## src/rtl/ins_decode_stage.sv

```systemverilog
// ins_decode_stage
//
// Registered RV32I decode stage sitting between fetch and execute. The
// combinational decoder turns the incoming instruction word into execute,
// memory and write-back control fields, and a one-entry valid/ready output
// register holds the decoded bundle until execute takes it. A held load whose
// destination is read by the incoming instruction stalls the input for one
// cycle, so execute sees a bubble between the load and its consumer.
//
// Optional feature macro: DECODE_IMM_GEN_EN
//   defined     -> IMMEDIATE carries the sign-extended, format-correct value
//   not defined -> IMMEDIATE is tied to 0 and execute rebuilds it from
//                  IMM_FORMAT; no immediate logic is built
//
// Ports:
//   CLK, RESET_N            clock, synchronous active-low reset
//   FLUSH                   drop the held bundle and refuse the incoming one
//   IN_VALID / IN_READY     handshake with fetch (INSTRUCTION, PC)
//   OUT_VALID / OUT_READY   handshake with execute
//   OUT_PC                  PC of the held instruction
//   IMM_FORMAT              R=0, I=1, S=2, U=3, SB=4, UJ=5
//   IMMEDIATE               see macro above
//   RS1/RS2/RD_ADDRESS      register indices, 0 where the format has none
//   SHIFT_AMOUNT            shamt for SLLI/SRLI/SRAI, else 0
//   ALU_INSTRUCTION         ALU operation code
//   ALU_INPUT_1_SELECT      0=rs1, 1=PC
//   ALU_INPUT_2_SELECT      0=rs2, 1=immediate
//   DATA_CACHE_READ/WRITE   load/store size codes, 0 = no access
//   WRITE_BACK_MUX_SELECT   0=ALU, 1=data cache
//   RD_WRITE_ENABLE         write rd (never for x0)
//   ILLEGAL_INSTRUCTION     held bundle is an illegal encoding

module ins_decode_stage #(
  parameter int ADDRESS_WIDTH = 32
) (
  input  logic                     CLK,
  input  logic                     RESET_N,
  input  logic                     FLUSH,
  input  logic                     IN_VALID,
  output logic                     IN_READY,
  input  logic [31:0]              INSTRUCTION,
  input  logic [ADDRESS_WIDTH-1:0] PC,
  output logic                     OUT_VALID,
  input  logic                     OUT_READY,
  output logic [ADDRESS_WIDTH-1:0] OUT_PC,
  output logic [2:0]               IMM_FORMAT,
  output logic [31:0]              IMMEDIATE,
  output logic [4:0]               RS1_ADDRESS,
  output logic [4:0]               RS2_ADDRESS,
  output logic [4:0]               RD_ADDRESS,
  output logic [4:0]               SHIFT_AMOUNT,
  output logic [4:0]               ALU_INSTRUCTION,
  output logic                     ALU_INPUT_1_SELECT,
  output logic                     ALU_INPUT_2_SELECT,
  output logic [2:0]               DATA_CACHE_READ,
  output logic [1:0]               DATA_CACHE_WRITE,
  output logic                     WRITE_BACK_MUX_SELECT,
  output logic                     RD_WRITE_ENABLE,
  output logic                     ILLEGAL_INSTRUCTION
);

  localparam logic [6:0] OPC_LUI      = 7'b0110111;
  localparam logic [6:0] OPC_AUIPC    = 7'b0010111;
  localparam logic [6:0] OPC_JAL      = 7'b1101111;
  localparam logic [6:0] OPC_JALR     = 7'b1100111;
  localparam logic [6:0] OPC_BRANCH   = 7'b1100011;
  localparam logic [6:0] OPC_LOAD     = 7'b0000011;
  localparam logic [6:0] OPC_STORE    = 7'b0100011;
  localparam logic [6:0] OPC_OP_IMM   = 7'b0010011;
  localparam logic [6:0] OPC_OP       = 7'b0110011;
  localparam logic [6:0] OPC_MISC_MEM = 7'b0001111;
  localparam logic [6:0] OPC_SYSTEM   = 7'b1110011;

  localparam logic [2:0] FMT_R  = 3'd0;
  localparam logic [2:0] FMT_I  = 3'd1;
  localparam logic [2:0] FMT_S  = 3'd2;
  localparam logic [2:0] FMT_U  = 3'd3;
  localparam logic [2:0] FMT_SB = 3'd4;
  localparam logic [2:0] FMT_UJ = 3'd5;

  localparam logic [4:0] ALU_NONE     = 5'd0;
  localparam logic [4:0] ALU_ADD      = 5'd1;
  localparam logic [4:0] ALU_SUB      = 5'd2;
  localparam logic [4:0] ALU_SLL      = 5'd3;
  localparam logic [4:0] ALU_SLT      = 5'd4;
  localparam logic [4:0] ALU_SLTU     = 5'd5;
  localparam logic [4:0] ALU_XOR      = 5'd6;
  localparam logic [4:0] ALU_SRL      = 5'd7;
  localparam logic [4:0] ALU_SRA      = 5'd8;
  localparam logic [4:0] ALU_OR       = 5'd9;
  localparam logic [4:0] ALU_AND      = 5'd10;
  localparam logic [4:0] ALU_PASS_B   = 5'd11;
  localparam logic [4:0] ALU_PC_PLUS4 = 5'd12;

  logic [6:0] opcode;
  logic [2:0] fun3;
  logic [6:0] fun7;

  assign opcode = INSTRUCTION[6:0];
  assign fun3   = INSTRUCTION[14:12];
  assign fun7   = INSTRUCTION[31:25];

  // Raw per-opcode decode, before the illegal-encoding override.
  logic [2:0] raw_fmt;
  logic [4:0] raw_alu;
  logic       raw_in1;
  logic       raw_in2;
  logic [2:0] raw_dc_read;
  logic [1:0] raw_dc_write;
  logic       raw_wb_sel;
  logic [4:0] raw_shamt;
  logic       use_rs1;
  logic       use_rs2;
  logic       use_rd;
  logic       legal;

  // Final decoded bundle that the output register captures.
  logic [2:0]  dec_fmt;
  logic [31:0] dec_imm;
  logic [4:0]  dec_rs1;
  logic [4:0]  dec_rs2;
  logic [4:0]  dec_rd;
  logic [4:0]  dec_shamt;
  logic [4:0]  dec_alu;
  logic        dec_in1;
  logic        dec_in2;
  logic [2:0]  dec_dc_read;
  logic [1:0]  dec_dc_write;
  logic        dec_wb_sel;
  logic        dec_rd_we;
  logic        dec_illegal;

  logic hazard;

  // The fun3 field selects the same ALU operation for OP and OP-IMM; the
  // bit-30 variants (SUB, SRA) are layered on by the caller.
  function automatic logic [4:0] alu_from_fun3(input logic [2:0] f3);
    logic [4:0] op;
    case (f3)
      3'b000:  op = ALU_ADD;
      3'b001:  op = ALU_SLL;
      3'b010:  op = ALU_SLT;
      3'b011:  op = ALU_SLTU;
      3'b100:  op = ALU_XOR;
      3'b101:  op = ALU_SRL;
      3'b110:  op = ALU_OR;
      default: op = ALU_AND;
    endcase
    return op;
  endfunction

  // Opcode decode. FENCE and SYSTEM are legal but do nothing in this
  // pipeline, so they leave every control field at its idle value.
  always_comb begin
    raw_fmt      = FMT_R;
    raw_alu      = ALU_NONE;
    raw_in1      = 1'b0;
    raw_in2      = 1'b0;
    raw_dc_read  = 3'd0;
    raw_dc_write = 2'd0;
    raw_wb_sel   = 1'b0;
    raw_shamt    = 5'd0;
    use_rs1      = 1'b0;
    use_rs2      = 1'b0;
    use_rd       = 1'b0;
    legal        = 1'b1;
    case (opcode)
      OPC_LUI: begin
        raw_fmt = FMT_U;
        raw_alu = ALU_PASS_B;
        raw_in2 = 1'b1;
        use_rd  = 1'b1;
      end
      OPC_AUIPC: begin
        raw_fmt = FMT_U;
        raw_alu = ALU_ADD;
        raw_in1 = 1'b1;
        raw_in2 = 1'b1;
        use_rd  = 1'b1;
      end
      OPC_JAL: begin
        raw_fmt = FMT_UJ;
        raw_alu = ALU_PC_PLUS4;
        raw_in1 = 1'b1;
        use_rd  = 1'b1;
      end
      OPC_JALR: begin
        raw_fmt = FMT_I;
        raw_alu = ALU_PC_PLUS4;
        raw_in1 = 1'b1;
        use_rs1 = 1'b1;
        use_rd  = 1'b1;
        legal   = (fun3 == 3'b000);
      end
      OPC_BRANCH: begin
        raw_fmt = FMT_SB;
        use_rs1 = 1'b1;
        use_rs2 = 1'b1;
        case (fun3[2:1])
          2'b00:   raw_alu = ALU_SUB;
          2'b10:   raw_alu = ALU_SLT;
          2'b11:   raw_alu = ALU_SLTU;
          default: legal   = 1'b0;
        endcase
      end
      OPC_LOAD: begin
        raw_fmt    = FMT_I;
        raw_alu    = ALU_ADD;
        raw_in2    = 1'b1;
        raw_wb_sel = 1'b1;
        use_rs1    = 1'b1;
        use_rd     = 1'b1;
        case (fun3)
          3'b000:  raw_dc_read = 3'd1;
          3'b001:  raw_dc_read = 3'd2;
          3'b010:  raw_dc_read = 3'd3;
          3'b100:  raw_dc_read = 3'd4;
          3'b101:  raw_dc_read = 3'd5;
          default: legal       = 1'b0;
        endcase
      end
      OPC_STORE: begin
        raw_fmt = FMT_S;
        raw_alu = ALU_ADD;
        raw_in2 = 1'b1;
        use_rs1 = 1'b1;
        use_rs2 = 1'b1;
        case (fun3)
          3'b000:  raw_dc_write = 2'd1;
          3'b001:  raw_dc_write = 2'd2;
          3'b010:  raw_dc_write = 2'd3;
          default: legal        = 1'b0;
        endcase
      end
      OPC_OP_IMM: begin
        raw_fmt = FMT_I;
        raw_alu = alu_from_fun3(fun3);
        raw_in2 = 1'b1;
        use_rs1 = 1'b1;
        use_rd  = 1'b1;
        // Only the shift-immediates reuse the top bits as fun7; for the
        // others they are ordinary immediate bits.
        if (fun3 == 3'b001) begin
          raw_shamt = INSTRUCTION[24:20];
          legal     = (fun7 == 7'h00);
        end else if (fun3 == 3'b101) begin
          raw_shamt = INSTRUCTION[24:20];
          legal     = (fun7 == 7'h00) || (fun7 == 7'h20);
          if (INSTRUCTION[30]) begin
            raw_alu = ALU_SRA;
          end
        end
      end
      OPC_OP: begin
        raw_fmt = FMT_R;
        raw_alu = alu_from_fun3(fun3);
        use_rs1 = 1'b1;
        use_rs2 = 1'b1;
        use_rd  = 1'b1;
        if (fun7 == 7'h20) begin
          if (fun3 == 3'b000) begin
            raw_alu = ALU_SUB;
          end else if (fun3 == 3'b101) begin
            raw_alu = ALU_SRA;
          end else begin
            legal = 1'b0;
          end
        end else if (fun7 != 7'h00) begin
          legal = 1'b0;
        end
      end
      OPC_MISC_MEM, OPC_SYSTEM: begin
        raw_fmt = FMT_I;
      end
      default: begin
        legal = 1'b0;
      end
    endcase
  end

  // Zero the register fields a format does not carry, and collapse an
  // illegal encoding to an otherwise-empty bundle flagged as illegal, so
  // nothing downstream can act on it.
  always_comb begin
    dec_fmt      = 3'd0;
    dec_rs1      = 5'd0;
    dec_rs2      = 5'd0;
    dec_rd       = 5'd0;
    dec_shamt    = 5'd0;
    dec_alu      = ALU_NONE;
    dec_in1      = 1'b0;
    dec_in2      = 1'b0;
    dec_dc_read  = 3'd0;
    dec_dc_write = 2'd0;
    dec_wb_sel   = 1'b0;
    dec_rd_we    = 1'b0;
    dec_illegal  = 1'b1;
    if (legal) begin
      dec_fmt      = raw_fmt;
      dec_rs1      = use_rs1 ? INSTRUCTION[19:15] : 5'd0;
      dec_rs2      = use_rs2 ? INSTRUCTION[24:20] : 5'd0;
      dec_rd       = use_rd  ? INSTRUCTION[11:7]  : 5'd0;
      dec_shamt    = raw_shamt;
      dec_alu      = raw_alu;
      dec_in1      = raw_in1;
      dec_in2      = raw_in2;
      dec_dc_read  = raw_dc_read;
      dec_dc_write = raw_dc_write;
      dec_wb_sel   = raw_wb_sel;
      dec_rd_we    = use_rd && (INSTRUCTION[11:7] != 5'd0);
      dec_illegal  = 1'b0;
    end
  end

`ifdef DECODE_IMM_GEN_EN
  // Immediate assembly keyed off the already-gated format, so illegal and
  // R-type bundles naturally carry 0.
  always_comb begin
    dec_imm = 32'd0;
    case (dec_fmt)
      FMT_I:   dec_imm = {{20{INSTRUCTION[31]}}, INSTRUCTION[31:20]};
      FMT_S:   dec_imm = {{20{INSTRUCTION[31]}}, INSTRUCTION[31:25],
                          INSTRUCTION[11:7]};
      FMT_SB:  dec_imm = {{20{INSTRUCTION[31]}}, INSTRUCTION[7],
                          INSTRUCTION[30:25], INSTRUCTION[11:8], 1'b0};
      FMT_U:   dec_imm = {INSTRUCTION[31:12], 12'd0};
      FMT_UJ:  dec_imm = {{12{INSTRUCTION[31]}}, INSTRUCTION[19:12],
                          INSTRUCTION[20], INSTRUCTION[30:21], 1'b0};
      default: dec_imm = 32'd0;
    endcase
  end
`else
  assign dec_imm = 32'd0;
`endif

  // Load-use check. Unused source fields are already zero and a held load
  // to x0 never counts, so comparing the decoded indices against the held
  // rd is enough to tell whether the incoming instruction really reads it.
  assign hazard = OUT_VALID && (DATA_CACHE_READ != 3'd0) &&
                  (RD_ADDRESS != 5'd0) && IN_VALID &&
                  ((dec_rs1 == RD_ADDRESS) || (dec_rs2 == RD_ADDRESS));

  assign IN_READY = RESET_N && !FLUSH && (!OUT_VALID || OUT_READY) && !hazard;

  // Output register: reset clears everything, flush only drops valid, an
  // accepted instruction loads a fresh bundle, and otherwise a consumed
  // bundle (or a stalled load being taken) leaves a bubble behind.
  always_ff @(posedge CLK) begin
    if (!RESET_N) begin
      OUT_VALID             <= 1'b0;
      OUT_PC                <= '0;
      IMM_FORMAT            <= 3'd0;
      IMMEDIATE             <= 32'd0;
      RS1_ADDRESS           <= 5'd0;
      RS2_ADDRESS           <= 5'd0;
      RD_ADDRESS            <= 5'd0;
      SHIFT_AMOUNT          <= 5'd0;
      ALU_INSTRUCTION       <= 5'd0;
      ALU_INPUT_1_SELECT    <= 1'b0;
      ALU_INPUT_2_SELECT    <= 1'b0;
      DATA_CACHE_READ       <= 3'd0;
      DATA_CACHE_WRITE      <= 2'd0;
      WRITE_BACK_MUX_SELECT <= 1'b0;
      RD_WRITE_ENABLE       <= 1'b0;
      ILLEGAL_INSTRUCTION   <= 1'b0;
    end else if (FLUSH) begin
      OUT_VALID <= 1'b0;
    end else if (IN_VALID && IN_READY) begin
      OUT_VALID             <= 1'b1;
      OUT_PC                <= PC;
      IMM_FORMAT            <= dec_fmt;
      IMMEDIATE             <= dec_imm;
      RS1_ADDRESS           <= dec_rs1;
      RS2_ADDRESS           <= dec_rs2;
      RD_ADDRESS            <= dec_rd;
      SHIFT_AMOUNT          <= dec_shamt;
      ALU_INSTRUCTION       <= dec_alu;
      ALU_INPUT_1_SELECT    <= dec_in1;
      ALU_INPUT_2_SELECT    <= dec_in2;
      DATA_CACHE_READ       <= dec_dc_read;
      DATA_CACHE_WRITE      <= dec_dc_write;
      WRITE_BACK_MUX_SELECT <= dec_wb_sel;
      RD_WRITE_ENABLE       <= dec_rd_we;
      ILLEGAL_INSTRUCTION   <= dec_illegal;
    end else if (OUT_READY) begin
      OUT_VALID <= 1'b0;
    end
  end

endmodule

```

## config.mk

```make
export PLATFORM = sky130hd
export DESIGN_NAME = ins_decode_stage
export DESIGN_NICKNAME = d
export VERILOG_FILES = /design/src/rtl/ins_decode_stage.sv
export SDC_FILE = /design/constraint.sdc
export NUM_CORES = 1
export LEC_CHECK = 0
export CORE_ASPECT_RATIO = 1.5
export CORE_UTILIZATION = 35
export DETAILED_ROUTE_END_ITERATION = 6
export MAX_ROUTING_LAYER = met4
export PLACE_DENSITY = 0.74
export SYNTH_ARGS = -nofsm -noshare
export SYNTH_HDL_FRONTEND = slang
export SYNTH_SLANG_ARGS = --single-unit
```

## constraint.sdc

```tcl
create_clock -name CLK -period 3.3 [get_ports CLK]
set_input_delay 0.33 -clock CLK [delete_from_list [all_inputs] [get_ports CLK]]
set_output_delay 0.33 -clock CLK [all_outputs]
set_load 0.02 [all_outputs]
```

; ---- Word level (Yosys, flattened, before mapping)
; Index checks and enable logic that the tools add are counted.
[classes]
n_reduce_logical = 38
eq_ne = 22
bitwise = 2
n_mux = 51
[ops]
columns = operator, count
row1 = 5-bit two-way mux, 17
row2 = 3-bit case mux with 5 select lines, 2
row3 = 5-bit case mux with 6 select lines, 1
row4 = "7-bit by 6-bit == test with 1-bit output, second input constant", 4
row5 = "7-bit == test, second input constant", 4
row6 = 4-bit case mux with 7 select lines, 1
row7 = 1-bit two-way mux, 22
row8 = 5-bit OR reduction, 4
row9 = 3-bit OR reduction, 5
row10 = "7-bit by 5-bit == test with 1-bit output, second input constant", 2
row11 = 5-bit == test, 2
row12 = 5-bit nonzero test, 2
row13 = "3-bit == test, second input constant", 3
row14 = 1-bit logical AND, 9
row15 = 3-bit two-way mux, 3
row16 = 3-bit case mux with 3 select lines, 1
row17 = "7-bit by 2-bit == test with 1-bit output, second input constant", 1
row18 = "7-bit by 4-bit == test with 1-bit output, second input constant", 1
row19 = 7-bit zero test, 1
row20 = 1-bit case mux with 7 select lines, 1
row21 = 7-bit nonzero test, 1
row22 = 7-bit OR reduction, 1
row23 = "3-bit by 2-bit == test with 1-bit output, second input constant", 2
row24 = 2-bit case mux with 3 select lines, 1
row25 = 13 further kinds, 22
[word_totals]
wordCells = 128
regBits = 71
output_inout_bits = 104

; ---- Depth between registers and ports, before layout
; Gate-level depths: netlist of the first run.
[depth]
depth_word = 13
ltp_mapped = 11
ltp_nobuf = 8

; ---- Worst setup path before layout of the first run
; No wires, ideal clock.
[synth_timing]
path_type = input to output
from = in INSTRUCTION[13]
to = out IN_READY
cell_stages = 8
setup_slack_ns = 0.716
required_ns = 2.970
arrival_time_ns = 2.254
cell_sequence = clkbuf_1 > inv_1 > ha_1 > o31a_1 > a32o_2 > o31a_1 > buf_6 > nor2_1
[synth_between]
elab_chain_len = 11
word_cells_on_any_way = 28
[synth_rtl]
columns = item, line_no
row1 = start: declaration, 41  ; input logic [31:0] INSTRUCTION,
row2 = 3-bit == test, "213, 246, 263"
row3 = 1-bit two-way mux, 263  ; end else if (fun3 == 3'b101) begin
row4 = 1-bit two-way mux, 261  ; if (fun3 == 3'b000) begin
row5 = 1-bit two-way mux, 260  ; if (fun7 == 7'h20) begin
row6 = 1-bit case mux with 7 select lines (*), 167  ; case (opcode)
row7 = 5-bit two-way mux, 298  ; if (legal) begin
row8 = 5-bit == test, 341  ; ((dec_rs1 == RD_ADDRESS) || (dec_rs2 == RD_ADDRESS));
row9 = 1-bit logical OR (*), 341
row10 = 1-bit logical AND (*), 340  ; (RD_ADDRESS != 5'd0) && IN_VALID &&
row11 = 1-bit zero test (*), 343  ; assign IN_READY = RESET_N && !FLUSH && (!OUT_VALID || OUT_READY) && !hazard;
row12 = 1-bit logical AND (*), 343
row13 = end: declaration, 40  ; output logic IN_READY,
; Every way passes the cells marked *; elsewhere a longest branch is shown, timed or not.

; ---- Final worst setup path of the first run
[layout_timing]
from = in INSTRUCTION[12]
to = out IN_READY
; Same word-level chain as after synthesis.

==> results of run 1 <==
## area by class of cell
cell class              instances  area, µm²
repair buffers                155       1510
well taps                     147        184
fillers                      1024       5370
clock inverters                 6        109
clock buffers                  10        229
flip-flops and latches         70       1400
inverters                       6       22.5
multi-input cells             381       2290
## layer usage
| metal | global-route usage [%] | up-vias | wire [µm] |
|---|---|---|---|
| li1 | - | 1953 | - |
| met1 | 21.6 | 1825 | 4770 |
| met2 | 37.2 | 155 | 6340 |
| met3 | 4.39 | 27 | 650 |
| met4 | 12.8 | 0 | 583 |
| met5 | - | - | 0 |
## cells by family (layout without fill, tap and decap cells)
logic type / Yosys count / count (layout)
buffers and inverters: 74 / 177
adder cells (fa/ha/maj): 6 / 6
AND/OR/NAND/NOR: 201 / 201
multiplexers: 29 / 29
XOR/XNOR: 13 / 13
AO/OA/AOI/OAI: 99 / 99
flip-flops: 70 / 70
other: 1 / 33
## worst max-delay path, stage by stage
cell and delay (ps):
clkdlybuf4s50_1 710, xor2_1 230, o21ai_0 140, a32o_2 310, o31a_1 330, nor2_1 160, clkdlybuf4s50_1 630
## layout by cell type (no fill, tap or decap), types with 3 or more instances in the layout
cell type / Yosys / layout
and3_1: 3 / 3
inv_1: 6 / 6
or2_2: 3 / 3
xor2_1: 4 / 4
nand2_1: 69 / 69
nor2_1: 18 / 18
o21ai_1: 41 / 41
bufinv_16: 0 / 3
buf_4: 38 / 16
a21oi_1: 9 / 9
xnor2_1: 9 / 9
nor3_1: 6 / 6
o21ai_0: 9 / 9
nand3_1: 47 / 47
mux2i_1: 28 / 28
o211ai_1: 10 / 10
nand4_1: 21 / 21
o2111ai_1: 3 / 3
nand2b_1: 6 / 6
dfxtp_1: 70 / 70
clkdlybuf4s50_1: 0 / 138
nor4_1: 3 / 3
ha_1: 6 / 6
clkbuf_16: 0 / 9
nor2b_1: 6 / 6
a31oi_1: 3 / 3
nand3b_1: 3 / 3
conb_1: 1 / 33
## worst max-delay path by stage
stage	startpoint	endpoint	slack, ps	cells after the start
3_3_place_gp	INSTRUCTION[6]	IN_READY	160	7
3_5_place_dp	INSTRUCTION[12]	IN_READY	140	7
2_1_floorplan	INSTRUCTION[13]	IN_READY	720	8
6_report	INSTRUCTION[12]	IN_READY	120	7
5_1_grt	INSTRUCTION[12]	IN_READY	60	7
4_1_cts	INSTRUCTION[12]	IN_READY	140	7
## where the power goes
group          internal [mW]  switching [mW]  total (mW)
clock network          0.737           0.349        1.09
registers              0.868          0.0114       0.880
logic                  0.164           0.203       0.367
total                   1.77           0.564        2.33
## sequential cells by signal (all words and copies together), names as in the netlist
name / count
OUT_PC: 32
ALU_INPUT_2_SELECT: 1
RD_WRITE_ENABLE: 1
ILLEGAL_INSTRUCTION: 1
RD_ADDRESS: 5
OUT_VALID: 1
SHIFT_AMOUNT: 5
DATA_CACHE_WRITE: 2
RS1_ADDRESS: 5
DATA_CACHE_READ: 3
RS2_ADDRESS: 5
IMM_FORMAT: 3
WRITE_BACK_MUX_SELECT: 1
ALU_INSTRUCTION: 4
ALU_INPUT_1_SELECT: 1
## per-stage QoR
step | total power, mW | hold slack, ps
finish | 2.33 | 285
detailed placement | 1.26 | 440
global placement | 1.26 | 434
CTS | 2.36 | 274
floorplan | 1.12 | 467
global route | 2.43 | 288
==> results.json, run 1 <==
{
  "grt_max_degree": 104,
  "r2r_setup_slack_ps": 790,
  "diodes": 0,
  "power_density_mw_per_mm2": 406,
  "cts_tree": "done",
  "synth.top_cells.by_count": "dfxtp_1 (70), nand2_1 (69), nand3_1 (47), o21ai_1 (41), buf_4 (38)",
  "start_util_pct": 36.4,
  "ys_warn_count": 0,
  "post_cts_buffers": 0,
  "leakage_nw": 2.14,
  "synthTopCellsByArea": "dfxtp_1 (35%), buf_4 (7.1%), mux2i_1 (6.9%)",
  "dieArea_mm2": 0.0120,
  "end_kind": "output port",
  "place_worst_setup_slack_ps": 142,
  "final_core_util_pct": 51.7,
  "fin_skew_ps": 5.21,
  "synthXorXnorAreaFrac_pct": 2.82,
  "port_buffers": 139,
  "coreArea_mm2": 0.0111,
  "clk_pin_slew_ps": 50,
  "final_nets": 698,
  "clock_latency_ps": 330,
  "worst_slack_ps": 117,
  "period_minus_slack_ps": 3180,
  "hold_depth": 3,
  "place_inst": 759,
  "design_area_mm2": 0.00575,
  "vias_per_cell": 5.11,
  "drt_wl_total_um": 12300,
  "drive_above_1_share_pct": 7.32,
  "fmax_mhz": 314,
  "synthCells": 493,
  "synth_top_family_by_area": "simple AND/OR/NAND/NOR gates",
  "rows": 47,
  "hp-class": "primary input to register",
  "synth.top_cell.area_share_pct": 34.7,
  "vias": 3960,
  "required_ps": 2970,
  "setup_viol": 0,
  "postSynthAreaPerCell_um2": 8.20,
  "grt_usage_pct": 21.2,
  "grt_pass1_vias": 3807,
  "fin_tns_setup_ps": 0,
  "grt-ovfl-total": 0,
  "synth_top_cell_by_area": "dfxtp_1",
  "die_y_um": 134,
  "synthMuxAreaShare_pct": 7.21,
  "synthAdderAreaFrac_pct": 1.86,
  "ant_nets": 0,
  "timing.rr.end": "RS2_ADDRESS[2]",
  "crit_type": "primary input to output port",
  "antenna_found_initial": 0,
  "worstMarginPinSlew_ps": 1010,
  "hold_viol_final": 0,
  "root_buffer": "clkbuf_16",
  "finalMaxSlewViolations": 0,
  "synth.distinct_cells": 60,
  "ios": 173,
  "ir_drop_uv": 211,
  "outcome": "complete, no violations",
  "synth-seq-cells": 70,
  "numCtsBuffers": 9,
  "maxCapViolCount": 0,
  "rsz0062_at_grt": "false",
  "r2r-start": "RD_ADDRESS[0]",
  "dpl.hpwl_um": 9450,
  "netlist_area_mm2": 0.00404,
  "postPlaceCellArea_mm2": 0.00541,
  "gp_congestion": 0.936,
  "postCtsHoldBufs": 0,
  "whs_endpoint": "OUT_VALID",
  "arrival_ps": 2850,
  "drtIter0Drc": 153,
  "finalCritPeriodShare_pct": 96.5,
  "ys.flop_type": "dfxtp_1",
  "wl_per_cell_um": 15.9,
  "synthArstFlopShare_pct": 0,
  "clkSinkCount": 70,
  "die_w_um": 89.7,
  "crit_fanout": 11,
  "synth_compound_area_share_pct": 16.0,
  "post_cts_resized": 0,
  "drc": 0,
  "synth_seq_area_share_pct": 34.7,
  "clockBufferDepth": 2,
  "synth_edf_count": 0,
  "start_kind": "primary input",
  "yosys.area_share.simple_pct": 25.8,
  "grt_pass1_wl_um": 19200,
  "dr.pass1.iters": 4,
  "area_delta_synth_final_pct": 42.2,
  "r2r_cells": 7,
  "synth_most_common_cell": "dfxtp_1",
  "fin_cells": 775,
  "slew_headroom_pct": 32.6,
  "holdCritStartpoint": "RESET_N",
  "htreeDepth": 3
}
Power figures use the tool's default switching activity.
==> run 2: changes to the inputs <==
Settings changed: ABC_AREA from default to 1, GPL_ROUTABILITY_DRIVEN from default to 0, PLACE_DENSITY 0.74 to 0.72, SLEW_MARGIN from default to 15.
==> run 2 against run 1 <==
Compared with the run above:
- final area rose by 13%
- clock skew rose by 0.90 ps
- die area up 11%
- clock power about the same
- combinational power grew 37%
- via count is 17% higher
- fmax increased by 9.4%
- cell count rose by 37%
- sequential share of layout area decreased by 2.7 points
- power up 7.9%
- non-clock buffer count up 34
- worst setup slack improved by 270 ps
- critical path type unchanged
- critical endpoint unchanged
- largest cell class unchanged
==> results.json, run 2 <==
{
  "hold_depth": 4,
  "drive_above_1_share_pct": 11.6,
  "die_y_um": 140,
  "netlist_area_mm2": 0.00447,
  "finalMaxSlewViolations": 0,
  "crit_chain": "clkdlybuf4s50_1 -> buf_4 -> ha_1 -> inv_1 -> nand3_1 -> nand2_1 -> nor2_1 -> nand2_2 -> inv_2 -> nand2_4 -> nand2_1 -> nand2_1 -> nand2_1 -> nor2_1 -> nand3_1 -> nand2_1 -> a21boi_0 -> clkbuf_2",
  "power_frac_clock_pct": 43.9,
  "period_minus_slack_ps": 2910,
  "clockBufferDepth": 2,
  "crit_fanout": 18,
  "cts_tree": "done",
  "vias_per_cell": 4.37,
  "fillCellCount": 1258,
  "drc": 0,
  "combPwrFrac_pct": 20.0,
  "hold_viol_final": 0,
  "postCtsHoldBufs": 0,
  "rows": 50,
  "dr.pass1.iters": 4,
  "final_cell_mix": "nand2_1 (211), clkdlybuf4s50_1 (137), nor2_1 (133)",
  "slowest_stage": "clkdlybuf4s50_1",
  "synth_top_cell_by_area": "dfxtp_1",
  "grt_pass1_wl_um": 20200,
  "largest_reg_flops": 32,
  "vias": 4640,
  "required_ps": 2970,
  "final_core_util_pct": 52.0,
  "end_kind": "output port",
  "power_density_mw_per_mm2": 389,
  "slew_headroom_pct": 57.1,
  "coreArea_mm2": 0.0124,
  "synth_edf_count": 0,
  "final_common_cell": "nand2_1",
  "dieArea_mm2": 0.0132,
  "ant_nets": 0,
  "clkSinkCount": 70,
  "holdWs_ps": 438,
  "synth.top_cells.by_count": "nand2_1 (211), nor2_1 (134), inv_1 (118), dfxtp_1 (70), buf_4 (33)",
  "synthTopCellsByArea": "dfxtp_1 (31%), nand2_1 (18%), nor2_1 (11%)",
  "final_nets": 977,
  "clk_pin_slew_ps": 60,
  "fmax_mhz": 344,
  "diodes": 0,
  "critPathMaxStageDelay_ps": 470,
  "drt_wl_total_um": 12500,
  "antenna_found_initial": 0,
  "power.switching_mw": 0.669,
  "setup_viol": 0,
  "postSynthAreaPerCell_um2": 6.09,
  "cp_common_cell": "nand2_1",
  "wl_per_cell_um": 11.8,
  "top_register": "OUT_PC",
  "leakage_nw": 3.17,
  "swShare_pct": 26.6,
  "place_worst_setup_slack_ps": -135,
  "root_buffer": "clkbuf_16",
  "cp_num_buf_inv": 5,
  "start_kind": "primary input",
  "maxCapViolCount": 0,
  "crit_family": "buffers and inverters",
  "grt-ovfl-total": 0,
  "synthCells": 735,
  "cp.depth": 18,
  "power_frac_seq_pct": 36.1,
  "ir_drop_uv": 209,
  "grt_pass1_vias": 4378,
  "worstMarginPinSlew_ps": 643,
  "ys.flop_type": "dfxtp_1",
  "drtIter0Drc": 209,
  "port_buffers": 139,
  "numCtsBuffers": 9,
  "htreeDepth": 3,
  "rsz0062_at_grt": "false",
  "fin_skew_ps": 6.12,
  "synth-seq-cells": 70,
  "grt_max_degree": 59,
  "outcome": "complete, no violations",
  "area_delta_synth_final_pct": 44.6,
  "worst_slack_ps": 390,
  "dpl.hpwl_um": 9630,
  "crit_type": "primary input to output port",
  "r2r_setup_slack_ps": 1440,
  "die_w_um": 94.3,
  "hp-class": "primary input to register",
  "design_area_mm2": 0.00647,
  "synth.distinct_cells": 37,
  "grt_usage_pct": 20.0,
  "postPlaceCellArea_mm2": 0.00613,
  "synthArstFlopShare_pct": 0,
  "internal_power_mw": 1.85,
  "synth.top_cell.area_share_pct": 31.3,
  "arrival_ps": 2580,
  "ys_warn_count": 0,
  "r2r_cells": 13,
  "finalCritPeriodShare_pct": 88.2,
  "synth_most_common_cell": "nand2_1",
  "synth_seq_area_share_pct": 31.3,
  "start_util_pct": 35.9,
  "clock_latency_ps": 330,
  "fin_tns_setup_ps": 0,
  "ios": 173
}
-- run 2: changes by cell type in the layout (fill, tap and decap cells not counted), sizes merged, moves of 8 or more --
| cell | previous run | this run |
|---|---|---|
| o211ai | 11 | 2 |
| nor2 | 19 | 143 |
| nand3 | 47 | 29 |
| buf | 17 | 51 |
| nand4 | 21 | 29 |
| xnor2 | 9 | 0 |
| inv | 7 | 127 |
| mux2i | 28 | 0 |
| nand2 | 70 | 220 |
| o21ai | 50 | 9 |
-- run 2: final cells by class --
cell class                 count  area (µm²)  area share [%]
multi-input combinational    505        2260            35.0
tap                          156         195            3.02
sequential                    70        1400            21.7
clock inverter                 6         110            1.70
clock buffer                  10         229            3.54
inverter                     127         477            7.37
timing repair buffer         189        1790            27.7
-- run 2: layer usage --
layer | GRT usage (%) | up-vias | part of all wire (%)
li1 | - | 2470 | -
met1 | 20.9 | 1977 | 41
met2 | 35.2 | 154 | 50
met3 | 2.33 | 39 | 4.3
met4 | 12.1 | 0 | 4.6
met5 | - | - | 0
-- run 2: repair_timing --
item | 4_1_cts | 5_1_grt
pin swaps | 0 | 0
buffers inserted | 0 | 0
endpoints found under the setup margin | 1 | 1
hold endpoints to repair | 0 | 0
gates resized for setup | 2 | 4
-- run 2: worst min-delay path: stages --
cell     delay, ps
buf_2          100
inv_1           40
buf_4          200
a21oi_2         40
-- run 2: path summary, 6_finish.rpt --
| kind | end | startpoint |
|---|---|---|
| worst max-delay path | IN_READY | INSTRUCTION[13] |
| worst min-delay path | DATA_CACHE_READ[0] | RESET_N |
| worst max register to register | SHIFT_AMOUNT[0] | RD_ADDRESS[1] |
| worst min register to register | DATA_CACHE_READ[2] | DATA_CACHE_READ[2] |
-- run 2: cell families (layout without fill, tap and decap cells) --
kind of cell	Yosys count	after routing	share of synthesized area, %
fa+ha+maj	6	6	1.68
buf+inv	192	332	21.1
flops	70	70	31.3
other cells	1	33	0.0838
simple gates	429	429	40.5
compound gates	37	37	5.31
-- run 2: power by group through the flow --
stage	Combinational, mW	Sequential (mW)	Clock (mW)
after floorplan	0.250	0.975	0
after global placement	0.499	0.925	0
after detailed placement	0.502	0.927	0
after CTS	0.505	0.909	1.13
after global routing	0.553	0.913	1.16
final	0.503	0.909	1.11
-- run 2: stage by stage --
stage,instances,power (mW)
detailed placement,1047,1.43
global route,1063,2.63
CTS,1063,2.54
floorplan,767,1.23
finish,1063,2.52
global placement,1047,1.42
